==> config.mk <==
export PLATFORM = sky130hd
export DESIGN_NAME = sa_output_deskew
export DESIGN_NICKNAME = d
export VERILOG_FILES = /design/src/rtl/sa_pkg.sv /design/src/rtl/sa_col_fifo.sv /design/src/rtl/sa_output_deskew.sv
export SDC_FILE = /design/constraint.sdc
export NUM_CORES = 1
export LEC_CHECK = 0
export CAP_MARGIN = 25
export CORE_ASPECT_RATIO = 0.7
export CORE_MARGIN = 4
export CORE_UTILIZATION = 48
export CTS_CLUSTER_SIZE = 24
export DETAILED_ROUTE_END_ITERATION = 6
export DONT_BUFFER_PORTS = 1
export HOLD_SLACK_MARGIN = 0.03
export SLEW_MARGIN = 5
export SYNTH_ARGS = -nofsm -noshare
export SYNTH_HDL_FRONTEND = slang
export SYNTH_SLANG_ARGS = --single-unit
==> constraint.sdc <==
create_clock -name clk -period 5.54 [get_ports clk]
set_clock_uncertainty 0.05 [all_clocks]
set_input_delay 1.108 -clock clk [delete_from_list [all_inputs] [get_ports clk]]
set_output_delay 1.108 -clock clk [all_outputs]
set_load 0.005 [all_outputs]
==> src/rtl/sa_pkg.sv <==
// Shared types and defaults for the systolic-array datapath blocks.
package sa_pkg;

    localparam int unsigned SA_ADD_DATAWIDTH = 8;
    localparam int unsigned SA_NUM_COLS      = 4;

    typedef logic [SA_ADD_DATAWIDTH-1:0] psum_t;

    typedef enum logic [1:0] {
        IDLE    = 2'd0,
        COLLECT = 2'd1,
        DONE    = 2'd2
    } deskew_state_e;

endpackage

==> src/rtl/sa_col_fifo.sv <==
// Single-column synchronous FIFO with a separate occupancy count.
// A push to a full FIFO is accepted only when a pop happens in the same cycle.
module sa_col_fifo #(
    parameter int unsigned DATA_W = 8,
    parameter int unsigned DEPTH  = 4,
    localparam int unsigned PTR_W = $clog2(DEPTH),
    localparam int unsigned CNT_W = $clog2(DEPTH + 1)
) (
    input  logic              clk,
    input  logic              rst_n,
    input  logic              push,
    input  logic              pop,
    input  logic              flush,
    input  logic [DATA_W-1:0] din,
    output logic [DATA_W-1:0] dout,
    output logic              empty,
    output logic              full,
    output logic [CNT_W-1:0]  count
);

    logic [DATA_W-1:0] mem [DEPTH];
    logic [PTR_W-1:0]  wr_ptr;
    logic [PTR_W-1:0]  rd_ptr;
    logic              do_push;
    logic              do_pop;

    assign empty   = (count == '0);
    assign full    = (count == CNT_W'(DEPTH));
    assign do_pop  = pop & ~empty;
    assign do_push = push & (~full | do_pop);
    assign dout    = mem[rd_ptr];

    // Pointers wrap naturally because DEPTH is a power of two.
    always_ff @(posedge clk or negedge rst_n) begin
        if (!rst_n) begin
            wr_ptr <= '0;
            rd_ptr <= '0;
            count  <= '0;
        end else if (flush) begin
            wr_ptr <= '0;
            rd_ptr <= '0;
            count  <= '0;
        end else begin
            if (do_push) begin
                wr_ptr <= wr_ptr + PTR_W'(1);
            end
            if (do_pop) begin
                rd_ptr <= rd_ptr + PTR_W'(1);
            end
            case ({do_push, do_pop})
                2'b10:   count <= count + CNT_W'(1);
                2'b01:   count <= count - CNT_W'(1);
                default: count <= count;
            endcase
        end
    end

    // Storage is cleared on reset so the presented row reads as zero.
    always_ff @(posedge clk or negedge rst_n) begin
        if (!rst_n) begin
            for (int i = 0; i < int'(DEPTH); i++) begin
                mem[i] <= '0;
            end
        end else if (do_push && !flush) begin
            mem[wr_ptr] <= din;
        end
    end

endmodule

==> src/rtl/sa_output_deskew.sv <==
// Realigns staggered bottom-row PSUMs into complete rows and hands them to the
// result writer over valid/ready, tracking row count, last row and completion.
module sa_output_deskew
    import sa_pkg::*;
#(
    parameter int unsigned ADD_DATAWIDTH = SA_ADD_DATAWIDTH,
    parameter int unsigned NUM_COLS      = SA_NUM_COLS,
    parameter int unsigned FIFO_DEPTH    = 4,
    parameter int unsigned AF_MARGIN     = 1,
    parameter int unsigned ROW_CNT_W     = 8
) (
    input  logic                              clk,
    input  logic                              rst_n,
    input  logic                              i_start,
    input  logic [ROW_CNT_W-1:0]              i_num_rows,
    input  logic [NUM_COLS-1:0]               i_psum_valid,
    input  logic [NUM_COLS*ADD_DATAWIDTH-1:0] i_psum,
    output logic                              o_row_valid,
    input  logic                              i_row_ready,
    output logic [NUM_COLS*ADD_DATAWIDTH-1:0] o_row,
    output logic [ROW_CNT_W-1:0]              o_row_idx,
    output logic                              o_last,
    output logic                              o_done,
    output logic                              o_busy,
    output logic                              o_almost_full,
    output logic                              o_overflow
);

    localparam int unsigned CNT_W    = $clog2(FIFO_DEPTH + 1);
    localparam int unsigned AF_LEVEL = FIFO_DEPTH - AF_MARGIN;

    deskew_state_e         state_q;
    deskew_state_e         state_d;
    logic                  start_accept;
    logic                  collect;
    logic                  row_hs;
    logic                  last_hs;
    logic [NUM_COLS-1:0]   col_empty;
    logic [NUM_COLS-1:0]   col_full;
    logic [NUM_COLS-1:0]   col_af;
    logic [NUM_COLS-1:0]   col_push;
    logic [CNT_W-1:0]      col_count [NUM_COLS];
    logic [ROW_CNT_W-1:0]  row_cnt_q;
    logic [ROW_CNT_W-1:0]  last_idx_q;
    logic                  overflow_q;

    assign col_push = i_psum_valid & {NUM_COLS{collect}};

    for (genvar c = 0; c < NUM_COLS; c++) begin : g_col
        sa_col_fifo #(
            .DATA_W (ADD_DATAWIDTH),
            .DEPTH  (FIFO_DEPTH)
        ) u_fifo (
            .clk   (clk),
            .rst_n (rst_n),
            .push  (col_push[c]),
            .pop   (row_hs),
            .flush (start_accept),
            .din   (i_psum[c*ADD_DATAWIDTH +: ADD_DATAWIDTH]),
            .dout  (o_row[c*ADD_DATAWIDTH +: ADD_DATAWIDTH]),
            .empty (col_empty[c]),
            .full  (col_full[c]),
            .count (col_count[c])
        );
        assign col_af[c] = (col_count[c] >= CNT_W'(AF_LEVEL));
    end

    assign o_row_valid   = collect & ~(|col_empty);
    assign row_hs        = o_row_valid & i_row_ready;
    assign o_row_idx     = row_cnt_q;
    assign o_last        = o_row_valid & (row_cnt_q == last_idx_q);
    assign last_hs       = row_hs & o_last;
    assign o_almost_full = |col_af;
    assign o_overflow    = overflow_q;

    // State register
    always_ff @(posedge clk or negedge rst_n) begin
        if (!rst_n) begin
            state_q <= IDLE;
        end else begin
            state_q <= state_d;
        end
    end

    // Next-state logic
    always_comb begin
        state_d = state_q;
        case (state_q)
            IDLE:    if (i_start) state_d = COLLECT;
            COLLECT: if (last_hs) state_d = DONE;
            DONE:    state_d = IDLE;
            default: state_d = IDLE;
        endcase
    end

    // State-decoded outputs and controls
    always_comb begin
        o_busy       = 1'b0;
        o_done       = 1'b0;
        start_accept = 1'b0;
        collect      = 1'b0;
        case (state_q)
            IDLE:    start_accept = i_start;
            COLLECT: begin
                o_busy  = 1'b1;
                collect = 1'b1;
            end
            DONE:    o_done = 1'b1;
            default: ;
        endcase
    end

    // Row bookkeeping; a zero row count collects a single row.
    always_ff @(posedge clk or negedge rst_n) begin
        if (!rst_n) begin
            row_cnt_q  <= '0;
            last_idx_q <= '0;
        end else if (start_accept) begin
            row_cnt_q  <= '0;
            last_idx_q <= (i_num_rows == '0) ? '0 : i_num_rows - ROW_CNT_W'(1);
        end else if (row_hs) begin
            row_cnt_q  <= row_cnt_q + ROW_CNT_W'(1);
        end
    end

    // Sticky overflow: a push lost to a full column with no pop that cycle.
    always_ff @(posedge clk or negedge rst_n) begin
        if (!rst_n) begin
            overflow_q <= 1'b0;
        end else if (start_accept) begin
            overflow_q <= 1'b0;
        end else if (|(col_push & col_full & ~{NUM_COLS{row_hs}})) begin
            overflow_q <= 1'b1;
        end
    end

endmodule

==> results.ini <==
[die]
placementRows=40
dieHeight_um=119
io_pins=94
floorplan.die.width_um=166
fp.coreArea_um2=17200
floorplan.die_area_um2=19700
floorplan.initialDensity=0.489

[global_route]
first_global_vias=5289
globalRoute.totalOverflow=0
first_pass_grt_wire_length_um=28700
maximum_number_of_pins_on_one_net_before_global_route_repair=176
grt_antenna_before_repair=0
globalRouteTotalUtil=0.182

[yosys]
seq_area_frac_synth=0.522
syn_area_um2=8390
synth-main-ff-cell=dfrtp_1
syn_area_per_cell_um2=13.9
synth.cells.most_frequent=175 x dfrtp_1, 132 x mux2_2, 37 x nand2_1, 32 x mux4_2, 31 x nor2_1
synth_top_area_cell=dfrtp_1
distinct_cell_type_count_of_the_synthesized_netlist=33
share_of_flip_flops_with_an_asynchronous_set_or_reset=1.00
synth_enable_flop_cells=0
synth_warn=0
postSynthRegisterBits=175
yosysMostFrequentCell=dfrtp_1
synth_top_cell_area_share=0.522
area_contributors_post_synth=dfrtp_1 52%, mux2_2 18%, mux4_2 8.6%
postSynthCellCount=605
synth.net_count=675

[clocking]
hold_buffers=0
cts_made_buffers=17
ctsHtreeMaxLevel=4
cts_resized=0
cts_buffer_depth=2
clk_pin_slew_ns=0.07
clock-root-buffer=clkbuf_16
tritoncts=done
clkLatencyLatePin_ns=0.43
cts_num_sinks=175
post_cts.repair.setup_buffers=0

[detailed_routing]
routedWlPerCell_um=19.9
routed_wl_um=16900
route.vias.total=4847
firstDrtPassIters=4
drt-initial-drc-count=289
drc=0
detail-route-antenna-nets=0
detail_route.vias_per_cell=5.70

[critical_path]
cp_cell_sequence=nand2b_1, or4_1, nor4_1
critical_path_rt_ns=4.38
setup.worst_path.end_class=primary output
r2r_setup_slack_ns=2.43
timing.critical_path.fanout_max=5
cp-start-kind=register
arrival_ns=2.25
cp_slowest_cell=or4_1
criticalPathCategory=register to primary output
crit_path_max_incr_delay_ns=0.63
worst_r2r_path_depth=5

[power]
p_leak_nw=3.83
power_switching_mw=1.87
power_frac_seq=0.431
sw_frac_of_total=0.333
power.share.clock=0.213
power_per_cell_area_nw_per_um2=609
cellInternalPower_mw=3.74
worst_ir_drop_vdd_uv=309
comb_power_share=0.356

[final_layout]
finalNetCount=678
fraction_of_layout_cells_with_a_size_suffix_above_1=0.352
final.fill_count=1426
design_area_um2=9220
synthToLayoutAreaGrowth_pct=9.92
num_antenna_cells=0
final_core_utilization=0.537

[sta]
fin_crit_sh=0.615
final-hold-violation-count=0
max_freq_mhz=293
final-setup-viol-count=0
finalCriticalPeriod_ns=3.41
final.setup.tns_ns=0
actual_slew_at_the_worst_max_slew_pin_ns=0.985
report.final.slew_viol_count=0
max_slew_margin=0.339
rsz0062_at_grt=false

[run_status]
run_status=complete, no violations

[placed_design]
dpl.hpwl_um=11500
detailed_place.area_um2=8620
gp_routability_congestion=0.777
numPortBuffers=0

[run]
timing.max_cap.violations=0

[hold_path]
min-delay-path-class=input pin to asynchronous set/reset pin

==> layout make-up <==
class / count / area (um^2) / share of cell area
clock buffer: 18 / 429 / 0.0465
tap: 231 / 289 / 0.0313
sequential: 175 / 4380 / 0.475
multi-input combinational: 395 / 3870 / 0.420
timing repair buffer: 3 / 42.5 / 0.00461
clock inverter: 13 / 148 / 0.0160
inverter: 16 / 60.1 / 0.00651
==> power by group through the flow <==
stage          clock network, mW  logic (mW)  registers (mW)
6_report                    1.19        2.00            2.42
5_1_grt                     1.28        2.22            2.53
4_1_cts                     1.23        2.04            2.43
3_5_place_dp                   0        2.03            2.45
3_3_place_gp                   0        1.95            2.41
2_1_floorplan                  0        1.79            2.19
==> final timing paths <==
| path | to | start |
|---|---|---|
| worst min register to register | g_col[0].u_fifo.mem[2] | g_col[0].u_fifo.mem[2] |
| worst max-delay path | o_last | state_q[1] |
| worst max register to register | g_col[3].u_fifo.mem[0] | g_col[0].u_fifo.count[0] |
| min in group clk | g_col[0].u_fifo.mem[2] | g_col[0].u_fifo.mem[2] |
| max in group asynchronous | last_idx_q[0] | rst_n |
| worst min-delay path | g_col[1].u_fifo.mem[28] | rst_n |
==> sequential cells by signal (all words and copies together), names as in the netlist <==
| signal | cells |
|---|---|
| o_row_idx | 8 |
| last_idx_q | 8 |
| g_col.u_fifo.count | 12 |
| o_overflow | 1 |
| g_col.u_fifo.wr_ptr | 8 |
| state_q | 2 |
| g_col.u_fifo.mem | 128 |
| g_col.u_fifo.rd_ptr | 8 |
==> worst max-delay path: cells and delay by family (launching register included) <==
kind	cells	cell delay [ns]
DFF	1	0.38
and+or+nand+nor	3	1.44
==> cell usage in the layout (no fill, tap or decap), types with 3 or more instances in the layout <==
cell	n
nor3b_2	16
ha_1	18
or4_1	3
mux2_2	132
a21oi_2	4
nand3_1	14
xnor2_1	24
inv_1	16
nor4_1	5
clkinv_2	3
nor2_1	31
clkbuf_16	17
inv_6	6
fa_1	4
o22ai_1	6
nor3_1	6
and2_1	3
o21ai_0	15
mux2i_1	13
dfrtp_1	175
nand2_1	37
a32o_1	4
mux4_2	32
xor2_1	5
nand4_1	9
a21oi_1	3
==> cell families after synthesis <==
group                      Yosys count  synth area share
AOI/OAI and AO/OA                   36            0.0277
adders and majority gates           22            0.0364
muxes                              177             0.279
and+or+nand+nor                    131            0.0889
xor gates and xnor gates            29            0.0303
buffers and inverters               35            0.0163
DFF                                175             0.522
==> through the flow <==
step	power, mW	worst slack, ns	instances	hold slack, ns
after detailed placement	4.49	2.41	819	0.440
after CTS	5.70	2.13	850	0.299
after global routing	6.03	2.03	851	0.299
final	5.61	2.13	851	0.319
after global placement	4.35	2.52	819	0.434
after floorplan	3.98	2.87	605	0.420
==> per-layer routing <==
metal	share of wire	track usage	wire length (um)
met1	0.45	0.244	7570
met3	0.072	0.0615	1220
met4	0.011	0.0567	191
met2	0.47	0.283	7960
met5	0	0	0
(Power assumes the default switching activity.)
